--- src/rtl/sfs_pkg.sv ---
// rtl/sfs_pkg.sv - shared types and widths for the sample fetch scheduler
package sfs_pkg;

    typedef enum logic [1:0] {
        IDLE  = 2'd0,
        SERVE = 2'd1,
        DONE  = 2'd2
    } sfs_state_t;

    localparam int DEF_NUM_CH = 4;
    localparam int DEF_ADDR_W = 6;
    localparam int DEF_DATA_W = 16;

    function automatic int ch_idx_w(input int num_ch);
        return (num_ch > 1) ? $clog2(num_ch) : 1;
    endfunction

endpackage

--- src/rtl/sample_fetch_scheduler_rr_pick.sv ---
// rtl/sample_fetch_scheduler_rr_pick.sv - combinational round-robin pick
module rr_pick
    import sfs_pkg::*;
#(
    parameter int NUM_CH = DEF_NUM_CH,
    localparam int IW = ch_idx_w(NUM_CH)
) (
    input  logic [NUM_CH-1:0] elig,
    input  logic [IW-1:0]     rr_ptr,
    output logic              found,
    output logic [NUM_CH-1:0] onehot,
    output logic [IW-1:0]     idx
);

    int          c;
    logic [IW-1:0] sel;

    // Scan from rr_ptr upward, wrapping, and keep the first eligible channel.
    always_comb begin
        found  = 1'b0;
        onehot = '0;
        idx    = '0;
        c      = 0;
        sel    = '0;
        for (int j = 0; j < NUM_CH; j++) begin
            c = int'(rr_ptr) + j;
            if (c >= NUM_CH) c = c - NUM_CH;
            sel = IW'(c);
            if (!found && elig[sel]) begin
                found = 1'b1;
                idx   = sel;
            end
        end
        onehot[idx] = found;
    end

endmodule

--- src/rtl/sample_fetch_scheduler.sv ---
// rtl/sample_fetch_scheduler.sv - per-frame round-robin sample-memory fetch scheduler
module sample_fetch_scheduler
    import sfs_pkg::*;
#(
    parameter int NUM_CH = DEF_NUM_CH,
    parameter int ADDR_W = DEF_ADDR_W,
    parameter int DATA_W = DEF_DATA_W,
    localparam int CH_IDX_W = ch_idx_w(NUM_CH)
) (
    input  logic                     clk,
    input  logic                     rst_n,
    input  logic                     sample_tick,
    input  logic [NUM_CH-1:0]        ch_en,
    input  logic [NUM_CH-1:0]        req,
    input  logic [NUM_CH*ADDR_W-1:0] req_addr,
    output logic [NUM_CH-1:0]        gnt,
    output logic                     mem_rd_en,
    output logic [ADDR_W-1:0]        mem_addr,
    input  logic [DATA_W-1:0]        mem_rdata,
    output logic                     rd_valid,
    output logic [CH_IDX_W-1:0]      rd_ch,
    output logic [DATA_W-1:0]        rd_data,
    output logic                     frame_done,
    output logic                     overrun,
    input  logic                     overrun_clr
);

    sfs_state_t            state;
    logic [NUM_CH-1:0]     pending;
    logic [NUM_CH-1:0]     elig;
    logic [NUM_CH-1:0]     pick_oh;
    logic [NUM_CH-1:0]     pending_left;
    logic [CH_IDX_W-1:0]   rr_ptr;
    logic [CH_IDX_W-1:0]   pick_idx;
    logic [CH_IDX_W-1:0]   ptr_next;
    logic [CH_IDX_W-1:0]   gnt_idx;
    logic                  pick_found;
    logic [ADDR_W-1:0]     addr_arr [NUM_CH];
    logic [ADDR_W-1:0]     pick_addr;

    for (genvar i = 0; i < NUM_CH; i++) begin : g_addr
        assign addr_arr[i] = req_addr[i*ADDR_W +: ADDR_W];
    end

    assign elig         = pending & req;
    assign pending_left = pending & ~pick_oh;
    assign pick_addr    = addr_arr[pick_idx];
    assign ptr_next     = (pick_idx == CH_IDX_W'(NUM_CH - 1)) ? '0 : pick_idx + CH_IDX_W'(1);

    rr_pick #(.NUM_CH(NUM_CH)) u_rr_pick (
        .elig   (elig),
        .rr_ptr (rr_ptr),
        .found  (pick_found),
        .onehot (pick_oh),
        .idx    (pick_idx)
    );

    always_ff @(posedge clk or negedge rst_n) begin
        if (!rst_n) begin
            state      <= IDLE;
            pending    <= '0;
            rr_ptr     <= '0;
            gnt        <= '0;
            gnt_idx    <= '0;
            mem_rd_en  <= 1'b0;
            mem_addr   <= '0;
            rd_valid   <= 1'b0;
            rd_ch      <= '0;
            rd_data    <= '0;
            frame_done <= 1'b0;
            overrun    <= 1'b0;
        end else begin
            gnt        <= '0;
            mem_rd_en  <= 1'b0;
            frame_done <= (state == DONE);
            rd_valid   <= mem_rd_en;
            if (mem_rd_en) begin
                rd_ch   <= gnt_idx;
                rd_data <= mem_rdata;
            end
            // A late tick must win over a simultaneous clear, so the clear goes first.
            if (overrun_clr) overrun <= 1'b0;
            if (sample_tick) begin
                if (state != IDLE) overrun <= 1'b1;
                pending <= ch_en;
                state   <= (ch_en == '0) ? DONE : SERVE;
            end else begin
                case (state)
                    SERVE: begin
                        if (pick_found) begin
                            gnt       <= pick_oh;
                            gnt_idx   <= pick_idx;
                            mem_rd_en <= 1'b1;
                            mem_addr  <= pick_addr;
                            pending   <= pending_left;
                            rr_ptr    <= ptr_next;
                            if (pending_left == '0) state <= DONE;
                        end
                    end
                    DONE:    state <= IDLE;
                    default: ;
                endcase
            end
        end
    end

endmodule

--- config.mk ---
export PLATFORM = sky130hd
export DESIGN_NAME = sample_fetch_scheduler
export DESIGN_NICKNAME = d
export VERILOG_FILES = /design/src/rtl/sfs_pkg.sv /design/src/rtl/sample_fetch_scheduler_rr_pick.sv /design/src/rtl/sample_fetch_scheduler.sv
export SDC_FILE = /design/constraint.sdc
export NUM_CORES = 1
export LEC_CHECK = 0
export ABC_CLOCK_PERIOD_IN_PS = 2400
export CELL_PAD_IN_SITES_DETAIL_PLACEMENT = 1
export CELL_PAD_IN_SITES_GLOBAL_PLACEMENT = 1
export CORE_MARGIN = 5
export CORE_UTILIZATION = 31
export DETAILED_ROUTE_END_ITERATION = 16
export PLACE_DENSITY_LB_ADDON = 0.1
export SLEW_MARGIN = 40
export SYNTH_ARGS = -nofsm -noshare
export SYNTH_HDL_FRONTEND = slang
export SYNTH_SLANG_ARGS = --single-unit
--- constraint.sdc ---
create_clock -name clk -period 2.4 [get_ports clk]
set_input_delay 0.48 -clock clk [delete_from_list [all_inputs] [get_ports clk]]
set_output_delay 0.48 -clock clk [all_outputs]
set_load 0.05 [all_outputs]
Word-level counts from Yosys, hierarchy flattened:

Cells that the tools add are included.

* bits in registers: 42
* output and inout bits: 32

* eq/ne operators: 5
* $add $sub $neg: 8
* mux-type cells: 43
* bitwise logic cells: 6
* reductions and logical operators: 16
* magnitude comparators: 11

Operators by type and width (count)
* $mux W2: 13
* $mux W4: 6
* $lt A2 B3 Y1 const B: 5
* $mux W1: 15
* $and A4 B4 Y4: 3
* $bmux W6 S2: 1
* $ge A3 B3 Y1 const B: 4
* $mux W6: 2
* $bmux W1 S2: 4
* $logic_not A4 Y1: 2
* $sub A2 B1 Y2 const B: 4
* $add A2 B2 Y3 const B: 2
* $ne A3 B3 Y1 const B: 2
* $reduce_and A3 Y1: 2
* $reduce_bool A2 Y1: 3
* $eq A2 B2 Y1 const B: 2
* $logic_and A1 B1 Y1: 4
* $not A4 Y4: 1
* $pmux W2 S2: 1
* $add A2 B1 Y3 const B: 1
* $ge A2 B3 Y1 const B: 1
* $logic_not A1 Y1: 3
* $not A2 Y3: 1
* $reduce_bool A3 Y1: 1
* other kinds (6): 6

Logic depth before layout (Yosys ltp):

* depth in word-level cells: 26
* mapped depth: 11
* mapped depth without buffers: 9

By module:

A second synthesis with hierarchy kept.

* cell total of the unflattened synthesis: 160
* area total of the unflattened synthesis: 2026.9 um2

Modules (own cells, without submodules)
* sample_fetch_scheduler: times used 1, area an instance 1815.5 um2, cells each 127
* rr_pick: times used 1, area an instance 211.5 um2, cells each 33

Worst setup path after synthesis:

No wires, ideal clock.

* path type: input-to-reg
* from: input port req[1]
* to: register state[1]
* setup time: 143 ps
* setup slack: 213 ps
* stages: 11
* arrival: 2044 ps
* path buffers: 2
* cell sequence: and2_1 or3_1 and4b_1 buf_6 buf_6 ha_1 inv_1 a22oi_1 o311a_1 o31ai_1 o211ai_1

* word-level cells in the longest chain between the ends: 23

RTL lines
* from (decl): RTL line sample_fetch_scheduler.sv:14 `input logic [NUM_CH-1:0] req,`
* $and A4 B4 Y4 *: RTL line sample_fetch_scheduler.sv:45 `assign elig = pending & req;`
* $bmux W1 S2: RTL line sample_fetch_scheduler_rr_pick.sv:29 `if (!found && elig[sel]) begin`
* $mux W1 (not written as such): RTL line sample_fetch_scheduler_rr_pick.sv:29
* $mux W1: RTL line sample_fetch_scheduler_rr_pick.sv:29
* $logic_not A1 Y1: RTL line sample_fetch_scheduler_rr_pick.sv:29
* $logic_and A1 B1 Y1: RTL line sample_fetch_scheduler_rr_pick.sv:29
* $mux W1: RTL line sample_fetch_scheduler_rr_pick.sv:29
* $logic_not A1 Y1: RTL line sample_fetch_scheduler_rr_pick.sv:29
* [... 7 more ...]
* $mux W1 (not written as such): RTL line sample_fetch_scheduler_rr_pick.sv:34 `onehot[idx] = found;`
* $demux W1 S2
* $and A4 B4 Y4 (no line)
* $not A4 Y4: RTL line sample_fetch_scheduler.sv:46 `assign pending_left = pending & ~pick_oh;`
* $and A4 B4 Y4: RTL line sample_fetch_scheduler.sv:46
* $logic_not A4 Y1: RTL line sample_fetch_scheduler.sv:97 `if (pending_left == '0) state <= DONE;`
* $ne A3 B3 Y1 (no line)
* $reduce_and A3 Y1 (no line) *
* to (signal assigned): RTL line sample_fetch_scheduler.sv:86 `state <= (ch_en == '0) ? DONE : SERVE;`
* to (decl): RTL line sample_fetch_scheduler.sv:28 `sfs_state_t state;`

Mark *: on every way between the ends. The rest lies on a longest branch, timed or not. The select of a mux whose other input is x is not followed.
A chain may end at the register's enable or synchronous reset.

Worst setup path in the final report:

* from: input port req[0]
* to: register state[0]

Same word-level chain as after synthesis.

==> out/results.md <==
* initial antenna violation count: 0
* Resized cells post-CTS: 0
* Critical Path Start Type: primary input
* detailed-routing iteration count for the pre-antenna-repair pass: 4
* Std-Cell Core Area: 0.005956 mm^2
* max-slew violation total from the final report: 0
* category of the critical setup timing path: primary input to flop
* Net Count, Synth: 216
* average cell area after synthesis: 11.72 um^2
* Clk pwr share: 13.0%
* commonest cells in the synthesized netlist: sky130_fd_sc_hd__dfrtp_1, sky130_fd_sc_hd__mux2_2, sky130_fd_sc_hd__nand2_1
* global-route wire length before repair: 8300 um
* CP max stage cell: sky130_fd_sc_hd__clkdlybuf4s50_1
* number of buffers inserted during clock tree synthesis: 5
* Final nets: 315
* post-CTS setup buffers: 0
* fin util: 50.40%
* top flip-flop cell by instance count after synthesis: sky130_fd_sc_hd__dfrtp_1
* most common cell in the synthesized netlist: sky130_fd_sc_hd__dfrtp_1
* cell count after synthesis: 163
* Die Y: 88.51 um
* Die Span X: 88.51 um
* total number of clock tree sinks: 42
* cell seen most often among critical-path stages: sky130_fd_sc_hd__o311a_1
* share of the clock period used by the worst path after layout: 93.54%
* sequential share of power: 33.0%
* part of the power in combinational logic: 54.0%
* CTS tree: built
* synthesized flop and latch total: 42
* power dissipated by switching net loads: 1.495 mW
* share of synthesized area occupied by flip-flops and latches: 55.01%
* Hold WS: 0.1419 ns
* Final setup viols: 0
* crit-path cells: clkdlybuf4s50_1 > and3_1 > o311a_1 > nor3_4 > ha_1 > inv_1 > a22oi_1 > o311a_1 > o31ai_1 > o211a_1
* fraction of registers with async set/reset: 100.0%
* Cell Count, Final, Fillers Out: 338
* slew at the pin closest to its max-slew limit: 0.5318 ns
* DRC violation total after the first TritonRoute iteration: 67
* maximum root-to-sink buffer count: 2
* max-capacitance violation count: 0
* Synth-to-Final Area Change: 57.11%
* endpoint type of the worst setup path: flop
* clock root buffer master: sky130_fd_sc_hd__clkbuf_8
* result of the run: finished, final reports clean
* Synth area leaders: sky130_fd_sc_hd__dfrtp_1, sky130_fd_sc_hd__mux2_2, sky130_fd_sc_hd__mux2i_1, sky130_fd_sc_hd__nand2_1, sky130_fd_sc_hd__a21o_1
* largest net degree at the start of global routing: 43
* clock-pin slew on the worst setup and hold paths: 0.08 ns
* Worst Path Required: 2.58 ns
* final routed wire length divided by cell count: 15.11 um
* clock latency on the worst-skew pair: 0.29 ns
* share of layout cells above drive strength 1: 16.73%
* antenna diode instance count: 0
* final HPWL from detailed placement: 4092 um
* largest fanout of any net on the critical path: 3
* number of cells after detailed placement: 330
* total power of the final layout: 3.376 mW
* final count of hold timing violations: 0
* post-route clock skew: 0.005568 ns
* I/O pin count: 84
* detail-routed via count per cell: 4.831
* total die area: 0.007833 mm^2
* Max rail drop VDD: 0.0005913 V
* global-route total usage across every layer: 13.59%
* P per Cell Area: 1125 mW/mm^2
* Period minus WS final: 2.245 ns
* grt ovf: 0
* FILL cells: 661
* PortBufs: 83
* remaining design rule violation count: 0
* area share of the largest cell type after synthesis: 55.01%
* crit path DAT: 2.43 ns
* maximum achievable frequency: 445.4 MHz
* number of flops mapped to enable cells by yosys: 0
* Setup WS post-layout: 0.1549 ns
* worst rel slew slack: 64.44%
* unrepaired setup endpoints after global routing: no
* std cell rows: 28
* total routed wirelength: 5106 um
* number of global-route vias before repair: 1752
* mapped cell area: 0.001911 mm^2
* effective utilization at floorplan: 32.08%
* internal power of the cells: 1.881 mW
* overall via count from detail_route: 1633
* Synth area leader: sky130_fd_sc_hd__dfrtp_1
* number of nets still failing antenna checks after routing: 0
* number of warning messages in the yosys log: 0
* hold-fix buffers at CTS: 0
* Critical Path Max Stage Delay: 0.45 ns
* worst setup slack after placement: -0.1363 ns
* number of H-tree levels: 2
* type of the most critical hold path: primary input to asynchronous set/reset pin
* placer's final routability congestion estimate: 0.7201
* Switching Share: 44.28%
* static leakage: 1.316 nW
* post-synthesis cell type count: 36
[metrics by stage]
stage	area [um^2]	TNS [ns]
after floorplan	1911	0
after global placement	2915	-0.1626
after detailed placement	2915	-0.2972
after CTS	3002	0
after global routing	3002	0
final	3002	0
[routing by layer]
metal  GRT usage (%)  routed length [um]  up-vias
met3           3.724                 419        5
met4           3.709                  55        0
met5               0                   0        -
li1                -                   -      785
met1           18.17                2342      787
met2           21.75                2288       56
[sequential cells by signal, summed over array words and instances, names as in the netlist]
name	flops
frame_done	1
gnt	4
gnt_idx	2
mem_addr	6
mem_rd_en	1
overrun	1
pending	4
rd_ch	2
rd_data	16
rd_valid	1
rr_ptr	2
state	2
[critical path: cells and delay by family]
family / cells / cell delay (ns)
and+or+nand+nor: 2 / 0.32
buffers and inverters: 2 / 0.51
adders and majority gates: 1 / 0.19
AOI/OAI and AO/OA: 5 / 0.93
[cells in the final DEF (no fill, tap or decap), types with 2 or more instances in the layout]
master | synthesis | layout
sky130_fd_sc_hd__clkdlybuf4s50_1 | 0 | 81
sky130_fd_sc_hd__dfrtp_1 | 42 | 42
sky130_fd_sc_hd__nand2_1 | 18 | 18
sky130_fd_sc_hd__mux2_2 | 18 | 18
sky130_fd_sc_hd__buf_4 | 0 | 15
sky130_fd_sc_hd__mux2i_1 | 12 | 12
sky130_fd_sc_hd__o21ai_0 | 9 | 9
sky130_fd_sc_hd__nor2_1 | 7 | 7
sky130_fd_sc_hd__a21o_1 | 7 | 7
sky130_fd_sc_hd__o22ai_1 | 6 | 6
sky130_fd_sc_hd__inv_1 | 5 | 5
sky130_fd_sc_hd__clkbuf_8 | 0 | 5
sky130_fd_sc_hd__nand2b_1 | 4 | 4
sky130_fd_sc_hd__o31ai_1 | 3 | 3
sky130_fd_sc_hd__nor3_1 | 2 | 2
sky130_fd_sc_hd__and3_1 | 2 | 2
sky130_fd_sc_hd__o311a_1 | 2 | 2
sky130_fd_sc_hd__nor4_1 | 2 | 2
[worst paths after layout]
| kind | from | end | slack [ns] | cells past startpoint |
|---|---|---|---|---|
| max in group asynchronous | rst_n | mem_addr[1]$_DFFE_PN0P_ | 2.05 | 2 |
| min in group clk | gnt_idx[1]$_DFFE_PN0P_ | gnt_idx[1]$_DFFE_PN0P_ | 0.48 | 2 |
| setup reg to reg | rr_ptr[1]$_DFFE_PN0P_ | state[0]$_DFFE_PN0P_ | 0.29 | 9 |
| hold reg to reg | gnt_idx[1]$_DFFE_PN0P_ | gnt_idx[1]$_DFFE_PN0P_ | 0.48 | 2 |
| setup / recovery | req[0] | state[0]$_DFFE_PN0P_ | 0.15 | 10 |
| hold / removal | rst_n | pending[1]$_DFFE_PN0P_ | 0.14 | 2 |
[cell families (layout without fill, tap and decap cells)]
logic type	Yosys count	count (layout)	synth area share (%)
muxes	30	30	16.90
adders and majority gates	1	1	0.6548
AOI/OAI and AO/OA	34	34	12.25
buffers and inverters	11	111	2.947
and+or+nand+nor	45	45	12.25
DFF	42	42	55.01
[power groups by stage]
stage / combinational, mW / sequential, mW / clock [mW]
6_report: 1.82 / 1.11 / 0.440
3_3_place_gp: 1.83 / 1.12 / 0
4_1_cts: 1.85 / 1.12 / 0.465
3_5_place_dp: 1.84 / 1.13 / 0
2_1_floorplan: 0.455 / 1.83 / 0
5_1_grt: 1.93 / 1.16 / 0.501
[area by class of cell]
type | count | area (um^2) | area share, %
well taps | 75 | 93.84 | 3.126
flip-flops and latches | 42 | 1051 | 35.01
clock buffers | 6 | 72.57 | 2.418
multi-input cells | 110 | 803.3 | 26.76
repair buffers | 98 | 948.4 | 31.60
inverters | 5 | 18.77 | 0.6253
clock inverters | 2 | 13.76 | 0.4585
No activity file was read; power rests on OpenSTA's default activity.
